File: src/rtl/mac_result_collector_pkg.sv
// systolic_pkg: shared definitions for the systolic post-processing stages.
//   - default datapath widths (W / ACC_W / N_MACS)
//   - entry_t : one queued result {lane, sat, data} at the default widths
//   - rq_t / requant() : rounding right shift, optional ReLU, saturation
package systolic_pkg;

   localparam int unsigned W_DEF      = 8;
   localparam int unsigned ACC_W_DEF  = 16;
   localparam int unsigned N_MACS_DEF = 4;
   localparam int unsigned LANE_W_DEF = 2;

   typedef struct packed {
      logic [LANE_W_DEF-1:0]   lane;
      logic                    sat;
      logic signed [W_DEF-1:0] data;
   } entry_t;

   typedef struct packed {
      logic               sat;
      logic signed [31:0] val;
   } rq_t;

   // acc must already be sign-extended to 32 bits; with ACC_W <= 31 the
   // rounding add cannot overflow, which matches ACC_W+1-bit evaluation.
   // Caller keeps val[w-1:0]. A ReLU clamp alone never reports sat.
   function automatic rq_t requant(input logic signed [31:0] acc,
                                   input int unsigned shift,
                                   input int unsigned w,
                                   input logic relu);
      logic signed [31:0] r;
      logic signed [31:0] hi;
      logic signed [31:0] lo;
      rq_t res;
      r  = (acc + (32'sd1 <<< (shift - 1))) >>> shift;
      if (relu && (r < 0)) r = '0;
      hi = (32'sd1 <<< (w - 1)) - 32'sd1;
      lo = -(32'sd1 <<< (w - 1));
      res.sat = 1'b0;
      res.val = r;
      if (r > hi) begin
         res.val = hi;
         res.sat = 1'b1;
      end else if (r < lo) begin
         res.val = lo;
         res.sat = 1'b1;
      end
      return res;
   endfunction

endpackage

File: src/rtl/mac_result_collector_if.sv
// Result stream of the collector (FIFO head + valid/ready handshake).
//   out_data  : requantized result, signed
//   out_lane  : source MAC lane
//   out_sat   : entry was saturated
//   out_valid : FIFO non-empty
//   out_ready : consumer accepts the head this cycle
// master = collector side, slave = consumer side.
interface mac_result_collector_if
   import systolic_pkg::*;
#(
   parameter int unsigned W      = W_DEF,
   parameter int unsigned LANE_W = LANE_W_DEF
);
   logic signed [W-1:0] out_data;
   logic [LANE_W-1:0]   out_lane;
   logic                out_sat;
   logic                out_valid;
   logic                out_ready;

   modport master (output out_data, out_lane, out_sat, out_valid, input out_ready);
   modport slave  (input out_data, out_lane, out_sat, out_valid, output out_ready);
endinterface

File: src/rtl/mac_result_collector_sync_fifo.sv
// sync_fifo: single-clock FIFO, power-of-two DEPTH.
//   clk, rst_n (sync, active-low), clear (sync flush)
//   wr_en/wr_data : write, ignored while full
//   rd_en/rd_data : read; rd_data shows the head, forced to 0 when empty
//   full, empty, count (occupancy, $clog2(DEPTH)+1 bits)
module sync_fifo
   import systolic_pkg::*;
#(
   parameter int unsigned WIDTH = 8,
   parameter int unsigned DEPTH = 8
) (
   input  logic                   clk,
   input  logic                   rst_n,
   input  logic                   clear,
   input  logic                   wr_en,
   input  logic [WIDTH-1:0]       wr_data,
   input  logic                   rd_en,
   output logic [WIDTH-1:0]       rd_data,
   output logic                   full,
   output logic                   empty,
   output logic [$clog2(DEPTH):0] count
);
   localparam int unsigned AW = $clog2(DEPTH);

   logic [WIDTH-1:0] mem [DEPTH];
   logic [AW-1:0]    wr_ptr;
   logic [AW-1:0]    rd_ptr;
   logic             do_wr;
   logic             do_rd;

   assign full    = (count == (AW+1)'(DEPTH));
   assign empty   = (count == '0);
   assign do_wr   = wr_en & ~full;
   assign do_rd   = rd_en & ~empty;
   assign rd_data = empty ? '0 : mem[rd_ptr];

   always_ff @(posedge clk) begin
      if (do_wr) mem[wr_ptr] <= wr_data;
   end

   always_ff @(posedge clk) begin
      if (!rst_n || clear) begin
         wr_ptr <= '0;
         rd_ptr <= '0;
         count  <= '0;
      end else begin
         if (do_wr) wr_ptr <= wr_ptr + 1'b1;
         if (do_rd) rd_ptr <= rd_ptr + 1'b1;
         case ({do_wr, do_rd})
            2'b10:   count <= count + 1'b1;
            2'b01:   count <= count - 1'b1;
            default: count <= count;
         endcase
      end
   end
endmodule

File: src/rtl/mac_result_collector.sv
// mac_result_collector: captures each new MAC lane result once (rising edge
// of the lane's level valid), requantizes it, queues it and streams it out.
//   clk, rst_n (sync, active-low, wins over clear), clear (sync flush)
//   relu_en     : clamp negative results to 0
//   acc_in      : lane k at [k*ACC_W +: ACC_W], signed
//   valid_in    : per-lane level valid
//   out_if      : result stream (master modport)
//   fifo_count  : FIFO occupancy
//   overrun     : sticky, a capture was dropped because its lane was still pending
//   layer_done  : one-cycle pulse after every lane has pushed at least once
module mac_result_collector
   import systolic_pkg::*;
#(
   parameter int unsigned W      = W_DEF,
   parameter int unsigned ACC_W  = ACC_W_DEF,
   parameter int unsigned N_MACS = N_MACS_DEF,
   parameter int unsigned SHIFT  = 4,
   parameter int unsigned DEPTH  = 8
) (
   input  logic                      clk,
   input  logic                      rst_n,
   input  logic                      clear,
   input  logic                      relu_en,
   input  logic [N_MACS*ACC_W-1:0]   acc_in,
   input  logic [N_MACS-1:0]         valid_in,
   mac_result_collector_if.master    out_if,
   output logic [$clog2(DEPTH):0]    fifo_count,
   output logic                      overrun,
   output logic                      layer_done
);
   localparam int unsigned LANE_W = (N_MACS > 1) ? $clog2(N_MACS) : 1;
   localparam int unsigned E_W    = LANE_W + 1 + W;

   logic [N_MACS-1:0] valid_q;
   logic [N_MACS-1:0] cap;
   logic [N_MACS-1:0] pending;
   logic [N_MACS-1:0] seen;
   logic [W-1:0]      hold_data [N_MACS];
   logic [N_MACS-1:0] hold_sat;

   rq_t               rq_res  [N_MACS];
   logic [W-1:0]      rq_data [N_MACS];
   logic [N_MACS-1:0] rq_sat;

   logic              sel_valid;
   logic [LANE_W-1:0] sel_lane;
   logic [N_MACS-1:0] sel_mask;
   logic              push;
   logic [N_MACS-1:0] push_mask;

   logic              fifo_full;
   logic              fifo_empty;
   logic [E_W-1:0]    wr_entry;
   logic [E_W-1:0]    rd_entry;
   logic              pop;

   assign cap = valid_in & ~valid_q;

   always_comb begin
      for (int unsigned k = 0; k < N_MACS; k++) begin
         rq_res[k]  = requant(32'(signed'(acc_in[k*ACC_W +: ACC_W])), SHIFT, W, relu_en);
         rq_data[k] = rq_res[k].val[W-1:0];
         rq_sat[k]  = rq_res[k].sat;
      end
   end

   // Fixed-priority arbiter: lowest pending lane wins; nothing leaves while full.
   always_comb begin
      sel_valid = 1'b0;
      sel_lane  = '0;
      sel_mask  = '0;
      for (int unsigned k = 0; k < N_MACS; k++) begin
         if (pending[k] && !sel_valid) begin
            sel_valid   = 1'b1;
            sel_lane    = LANE_W'(k);
            sel_mask[k] = 1'b1;
         end
      end
      push      = sel_valid & ~fifo_full & ~clear;
      push_mask = push ? sel_mask : '0;
   end

   assign wr_entry = {sel_lane, hold_sat[sel_lane], hold_data[sel_lane]};

   always_ff @(posedge clk) begin
      if (!rst_n) begin
         valid_q    <= '0;
         pending    <= '0;
         seen       <= '0;
         overrun    <= 1'b0;
         layer_done <= 1'b0;
         hold_sat   <= '0;
         for (int unsigned k = 0; k < N_MACS; k++) hold_data[k] <= '0;
      end else begin
         valid_q <= valid_in;
         if (clear) begin
            pending    <= '0;
            seen       <= '0;
            overrun    <= 1'b0;
            layer_done <= 1'b0;
         end else begin
            // A lane being pushed this cycle hands its old hold to the FIFO,
            // so it may accept a new capture without counting as overrun.
            for (int unsigned k = 0; k < N_MACS; k++) begin
               if (cap[k]) begin
                  if (pending[k] && !push_mask[k]) begin
                     overrun <= 1'b1;
                  end else begin
                     hold_data[k] <= rq_data[k];
                     hold_sat[k]  <= rq_sat[k];
                  end
               end
            end
            pending    <= (pending & ~push_mask) | cap;
            layer_done <= &seen;
            seen       <= ((&seen) ? '0 : seen) | push_mask;
         end
      end
   end

   sync_fifo #(
      .WIDTH (E_W),
      .DEPTH (DEPTH)
   ) u_fifo (
      .clk     (clk),
      .rst_n   (rst_n),
      .clear   (clear),
      .wr_en   (push),
      .wr_data (wr_entry),
      .rd_en   (pop),
      .rd_data (rd_entry),
      .full    (fifo_full),
      .empty   (fifo_empty),
      .count   (fifo_count)
   );

   assign pop              = out_if.out_valid & out_if.out_ready;
   assign out_if.out_valid = ~fifo_empty;
   assign {out_if.out_lane, out_if.out_sat, out_if.out_data} = rd_entry;
endmodule
File: src/flat_wrapper.sv
// flat-port wrapper written by rule: the top's interface ports become plain ports
module mac_result_collector_flat import systolic_pkg::*;
#(
   parameter int unsigned W      = W_DEF,
   parameter int unsigned ACC_W  = ACC_W_DEF,
   parameter int unsigned N_MACS = N_MACS_DEF,
   parameter int unsigned SHIFT  = 4,
   parameter int unsigned DEPTH  = 8
)
  (clk, rst_n, clear, relu_en, acc_in, valid_in, fifo_count, overrun, layer_done, out_if_out_data, out_if_out_lane, out_if_out_sat, out_if_out_valid, out_if_out_ready);
  mac_result_collector_if #(.W(W)) out_if_i ();
  input  logic clk;
  input  logic rst_n;
  input  logic clear;
  input  logic relu_en;
  input  logic [N_MACS*ACC_W-1:0] acc_in;
  input  logic [N_MACS-1:0] valid_in;
  output logic [$clog2(DEPTH):0] fifo_count;
  output logic overrun;
  output logic layer_done;
  output wire logic [$bits(out_if_i.out_data)-1:0] out_if_out_data;
  output wire logic [$bits(out_if_i.out_lane)-1:0] out_if_out_lane;
  output wire logic [$bits(out_if_i.out_sat)-1:0] out_if_out_sat;
  output wire logic [$bits(out_if_i.out_valid)-1:0] out_if_out_valid;
  input wire logic [$bits(out_if_i.out_ready)-1:0] out_if_out_ready;
  assign out_if_out_data = out_if_i.out_data;
  assign out_if_out_lane = out_if_i.out_lane;
  assign out_if_out_sat = out_if_i.out_sat;
  assign out_if_out_valid = out_if_i.out_valid;
  assign out_if_i.out_ready = out_if_out_ready;
  mac_result_collector #(.W(W), .ACC_W(ACC_W), .N_MACS(N_MACS), .SHIFT(SHIFT), .DEPTH(DEPTH)) u_core (.clk(clk), .rst_n(rst_n), .clear(clear), .relu_en(relu_en), .acc_in(acc_in), .valid_in(valid_in), .out_if(out_if_i), .fifo_count(fifo_count), .overrun(overrun), .layer_done(layer_done));
endmodule
File: config.mk
export PLATFORM = sky130hd
export DESIGN_NAME = mac_result_collector_flat
export DESIGN_NICKNAME = d
export VERILOG_FILES = /design/src/rtl/mac_result_collector_pkg.sv /design/src/rtl/mac_result_collector_if.sv /design/src/rtl/mac_result_collector_sync_fifo.sv /design/src/rtl/mac_result_collector.sv /design/src/flat_wrapper.sv
export SDC_FILE = /design/constraint.sdc
export NUM_CORES = 1
export LEC_CHECK = 0
export CAP_MARGIN = 40
export CORE_UTILIZATION = 56
export CTS_CLUSTER_SIZE = 40
export DETAILED_ROUTE_END_ITERATION = 16
export PLACE_DENSITY = 0.8
export SYNTH_ARGS = -nofsm -noshare
export SYNTH_HDL_FRONTEND = slang
export SYNTH_SLANG_ARGS = --single-unit
File: constraint.sdc
create_clock -name clk -period 3.6 [get_ports clk]
set_clock_uncertainty 0.1 [all_clocks]
set_input_delay 0.72 -clock clk [delete_from_list [all_inputs] [get_ports clk]]
set_output_delay 0.72 -clock clk [all_outputs]
set_load 0.02 [all_outputs]
Yosys cells after proc, flatten, opt, wreduce, memory -nomap -nowiden
Memory sizes are Yosys's and may differ from the RTL's. A register that Yosys moved wholly into a read port is not among the register bits. Index checks and enable logic that the tools add are counted.

$add $sub $neg: 8. Multipliers: 0. Div/mod/pow operators: 0. Magnitude comparators: 13. Equal/unequal tests: 3. Shift-type cells: 0. Multiplexer cells: 65. Bitwise gates (word level): 23. Reductions and logical operators: 28.

Operator list (number): two-way mux 33 bit (8); greater-than comparator 32 x 8 -> 1 bit, second input constant (4); < comparator 32 x 8 -> 1 bit, second input constant (4); two-way mux 32 bit (4); adder 16 x 5 -> 17 bit, second input constant (4); < comparator 13 x 1 -> 1 bit, second input constant (4); two-way mux 1 bit (40); two-way mux 8 bit (4); AND reduction 3 bit (4); logical AND 1 bit (11); two-way mux 11 bit (1); AND 4 bit (2); logical NOT 1 bit (8); two-way mux 4 bit (2); NOT 1 bit (8); NOT 4 bit (2); OR 4 bit (2); one-hot mux 4 bit (2 select lines) (1); adder 3 x 1 -> 3 bit, second input constant (2); two-way mux 3 bit (2); AND 1 bit (5); adder 4 x 1 -> 4 bit, second input constant (1); == test 4 bit, second input constant (1); logical NOT 4 bit (1); other kinds (11) (15).

Register bits after elaboration: 28. Bits in latches: 0. Bits in writable memories: 120. Memory bits (read-only): 0. Bits of input ports: 73. Logic and storage cells: 154. Memories kept: 2.

Memories: u_core.u_fifo.mem (words 8, width 11, rd ports 1, clocked after memory_dff 1, wr ports 1, RTL line mac_result_collector_sync_fifo.sv:25) `logic [WIDTH-1:0] mem [DEPTH];`; u_core.hold_data (words 4, width 8, rd ports 1, clocked after memory_dff 0, wr ports 4, RTL line mac_result_collector.sv:38) `logic [W-1:0] hold_data [N_MACS];`.

Longest topological paths before layout
Word-level depth: 23. Depth in mapped cells: 12. Mapped depth without buffers: 10.

Hierarchy
From an unflattened synthesis, not the netlist that was laid out.

Cells, all modules: 595. Area, all modules: 7315.8 sq um.

Modules (own cells, without submodules): sync_fifo (instances 1, cells an instance 212, area an instance 3985.1 sq um, seq. area each 2902.8 sq um); mac_result_collector (instances 1, cells an instance 383, area an instance 3330.7 sq um, seq. area each 1321.3 sq um).

Least setup slack after synthesis
OpenSTA, ideal clock, no wires.

Path type: in2reg. Start point: input port clear. End point: memory u_core.u_fifo.mem[4][0] (netlist name) (enable). Setup time: 0.412 ns. Arrival: 2.427 ns. Data required time: 3.088 ns. Path slack: 0.661 ns. Stages: 5. Buffers on the path: 1. Path through: inv_1 -> and3_1 -> buf_2 -> inv_2 -> nor4b_1.

Cells in the longest elaborated chain, start to end: 5.

Ends and longest elaborated chain: from (decl) (RTL line flat_wrapper.sv:14) `input logic clear;`; NOT 1 bit (no source line); AND 1 bit (RTL line mac_result_collector.sv:79) `push = sel_valid & ~fifo_full & ~clear;`; AND 1 bit (RTL line mac_result_collector_sync_fifo.sv:33) `assign do_wr = wr_en & ~full;`; two-way mux 1 bit (RTL line mac_result_collector_sync_fifo.sv:38) `if (do_wr) mem[wr_ptr] <= wr_data;`; two-way mux 1 bit (not written as such) (RTL line mac_result_collector_sync_fifo.sv:38); to (decl) (RTL line mac_result_collector_sync_fifo.sv:25).

Every way passes these cells.

==> summary.md <==
| Metric | Value |
|---|---|
| Outcome | completed |
| Cell Chain, Critical Path | buf_4 -> mux4_2 -> mux2i_1 -> nor2_1 -> clkdlybuf4s50_1 |
| Detail-routed via count per cell | 6.003 |
| Root buf cell | clkbuf_16 |
| Post-synth EDFFs | 120 |
| Crit path max fanout | 22 |
| CTS H-tree depth | 4 |
| Int Pwr | 3.147 mW |
| Min-Delay Path Class | reg -> reg |
| Fin util | 0.6941 |
| Post-Route WL | 16.47 mm |
| Required @ worst endpoint | 2.78 ns |
| Final Hold Vio Count | 0 |
| Post-DP HPWL | 11.41 mm |
| Switching share of power | 0.2243 |
| CP Capture Type | primary output |
| Inserted Clock Buffers | 17 |
| Logic pwr share | 0.100 |
| Area growth, synth to finish | 21.24% |
| Port buffer count | 78 |
| Distinct cells, synth | 76 |
| WS Path Type | reg -> out |
| Number of global-route vias before repair | 5,335 |
| Crit start category | flop |
| Slew Viols, Final | 0 |
| Register area share after synthesis | 0.5572 |
| Final nets | 783 |
| Number of synthesized register bits | 151 |
| FP Rows | 42 |
| Io pins | 91 |
| Largest net degree at the start of global routing | 27 |
| Clk buf depth | 2 |
| First-pass GRT wire length | 26.78 mm |
| Setup_tns | 0 ns |
| Final critical-path share of the clock period | 0.9196 |
| CTS hold repair buffers | 0 |
| Clk sink count | 151 |
| Worst skew pair latency | 0.41 ns |
| Cells after Synth | 610 |
| Initial antenna violation count | 0 |
| Per-cell routed wire length | 18.53 um |
| Sw Pwr | 0.9099 mW |
| Reg power frac | 0.486 |
| Die Y | 118.4 um |
| RSZ-0062 raised after global routing | false |
| Slowest Stage Delay on Critical Path | 0.58 ns |
| CP max stage cell | mux4_2 |
| Yosys warns | 0 |
| Leak pwr | 3.121 nW |
| R2R depth | 10 |
| Synth Net Count | 693 |
| Die area | 14,010 um2 |
| Antenna cell count | 0 |
| Final setup viols | 0 |
| Worst slew margin | 0.4428 |
| TritonCTS clock tree | yes |
| Placeable Area | 13,240 um2 |
| Number of gates resized after cts | 0 |
| Power per cell area | 441.4 nW/um2 |
| Prevailing post-synth register cell | edfxtp_1 |
| Max-Cap Viols | 0 |
| Tmin final | 3.310 ns |
| Crit path arrival time | 2.49 ns |
| Gr ovfl total | 0 |
| Layout cells sized above 1 | 0.1501 |
| GRT Overall Usage | 0.2502 |
| Slew @ Worst Pin | 0.8358 ns |
| Peak Freq | 302.1 MHz |
| Setup repair bufs after CTS | 0 |
| Antenna-violating nets left | 0 |
| Final Wtd Congestion | 0.9050 |
| Mean post-synth cell area | 12.43 um2 |
| Initial DRC count | 385 |
| Mapped cell area | 7581 um2 |
| Reg clk slew, reported paths | 0.06 ns |
| Via count | 5,337 |
| # DRC | 0 |
| Fraction of registers with async set/reset | 0 |
| Die width | 118.4 um |
| TritonRoute pass-1 iters | 5 |
| Peak VDD IR | 0.4043 mV |
| Clock share of power | 0.414 |
| Hold path cells | 2 |
| Starting Density | 0.5725 |
critical path, delay by kind of cell (launching register included):
kind / cells / cell delay (ns)
flip-flops: 1 / 0.31
buffers and inverters: 2 / 0.92
multiplexers: 2 / 0.77
AND/OR/NAND/NOR: 1 / 0.07
cells in the mapped netlist (3+ instances only):
library cell / count / area [um2]
dfxtp_1: 31 / 620.6
and3_1: 12 / 75.07
nand3b_1: 5 / 37.54
mux4_2: 22 / 495.5
o31ai_1: 24 / 180.2
nor2b_1: 4 / 25.02
ha_1: 9 / 112.6
a21boi_0: 6 / 45.04
o21a_1: 3 / 22.52
nand2_1: 32 / 120.1
nand3_1: 27 / 135.1
edfxtp_1: 120 / 3603
nor3b_1: 5 / 37.54
clkbuf_1: 11 / 41.29
a211oi_1: 3 / 22.52
nor2_1: 58 / 217.7
a21oi_1: 29 / 145.1
nor3_1: 12 / 60.06
xor2_1: 20 / 175.2
or4_1: 3 / 22.52
o21ai_1: 4 / 20.02
inv_1: 15 / 56.30
buf_2: 13 / 65.06
and2_1: 9 / 56.30
nor4_1: 3 / 18.77
nand2b_1: 8 / 50.05
or3_1: 5 / 31.28
xnor2_1: 14 / 122.6
a31oi_1: 4 / 25.02
nand4_1: 8 / 50.05
mux2i_1: 22 / 220.2
mux2_2: 8 / 90.09
o21ai_0: 9 / 45.04
power by group through the flow:
stage / combinational (mW) / clock [mW] / sequential (mW)
2_1_floorplan: 0.225 / 0 / 2.00
3_3_place_gp: 0.381 / 0 / 2.01
3_5_place_dp: 0.397 / 0 / 2.01
4_1_cts: 0.402 / 1.70 / 1.97
5_1_grt: 0.439 / 1.78 / 1.98
6_report: 0.405 / 1.68 / 1.97
final timing paths:
path / end / slack, ns / from
max: out_if_out_sat / 0.29 / flop
min: u_core.hold_sat[0]$_SDFFE_PN0P_ / 0.42 / u_core.hold_sat[0]$_SDFFE_PN0P_
max reg2reg: u_core.u_fifo.count[3]$_SDFFE_PP0P_ / 0.47 / u_core.u_fifo.count[0]$_SDFFE_PP0P_
min reg2reg: u_core.hold_sat[0]$_SDFFE_PN0P_ / 0.42 / u_core.hold_sat[0]$_SDFFE_PN0P_
final cells by class:
cell class | instances | area, um2
multi-input cells | 418 | 3204
repair buffers | 96 | 915.9
inverters | 16 | 60.06
clock buffers | 21 | 440.4
well taps | 176 | 220.2
clock inverters | 11 | 126.4
flip-flops and latches | 151 | 4224
fillers | 937 | 4051
metal layers:
layer	vias to the layer above	GRT usage	part of all wire
li1	2524	-	-
met1	2616	0.3040	0.41
met2	180	0.4529	0.54
met3	17	0.03958	0.038
met4	0	0.08093	0.013
met5	-	0	0
registers in the layout (all words and copies together) (netlist names), named ones only:
signal                flops
u_core.hold_data         32
u_core.layer_done         1
u_core.u_fifo.wr_ptr      3
u_core.u_fifo.mem        88
u_core.seen               4
u_core.pending            4
u_core.valid_q            4
u_core.hold_sat           4
u_core.u_fifo.count       4
u_core.overrun            1
u_core.u_fifo.rd_ptr      3
cell usage in the layout, fill, tap and decap left out, types with 4 or more instances in the layout:
| cell type | netlist | routed |
|---|---|---|
| edfxtp_1 | 120 | 120 |
| clkdlybuf4s50_1 | 0 | 78 |
| nor2_1 | 58 | 58 |
| nand2_1 | 32 | 32 |
| dfxtp_1 | 31 | 31 |
| a21oi_1 | 29 | 29 |
| nand3_1 | 27 | 27 |
| o31ai_1 | 24 | 24 |
| mux2i_1 | 22 | 22 |
| mux4_2 | 22 | 22 |
| xor2_1 | 20 | 20 |
| buf_4 | 0 | 18 |
| clkbuf_16 | 0 | 17 |
| inv_1 | 15 | 15 |
| xnor2_1 | 14 | 14 |
| and3_1 | 12 | 12 |
| nor3_1 | 12 | 12 |
| and2_1 | 9 | 9 |
| o21ai_0 | 9 | 9 |
| ha_1 | 9 | 9 |
| nand2b_1 | 8 | 8 |
| mux2_2 | 8 | 8 |
| nand4_1 | 8 | 8 |
| clkinvlp_4 | 0 | 7 |
| a21boi_0 | 6 | 5 |
| nor3b_1 | 5 | 5 |
| or3_1 | 5 | 5 |
| nand3b_1 | 5 | 5 |
| nor2b_1 | 4 | 4 |
| a31oi_1 | 4 | 4 |
| o21ai_1 | 4 | 4 |
| clkbuf_1 | 11 | 4 |
metrics by stage:
stage	hold WS, ns	std cells	worst slack [ns]	instance area (um2)	total power [mW]
floorplan	0.3539	610	0.6608	7581	2.224
global placement	0.3674	857	0.3386	8625	2.387
detailed placement	0.3919	857	0.2131	8625	2.406
CTS	0.4144	889	0.2369	9191	4.072
global route	0.4345	889	0.1307	9191	4.193
finish	0.4212	889	0.2896	9191	4.057
cells by family after synthesis:
group	after synthesis	share of synthesized area
AND/OR/NAND/NOR	212	0.1518
flip-flops	151	0.5572
AO/OA/AOI/OAI	110	0.1045
multiplexers	52	0.1063
buffers and inverters	41	0.02343
XOR/XNOR	34	0.03928
adder cells (fa/ha/maj)	10	0.01750
No activity file was read; power rests on OpenSTA's default activity.
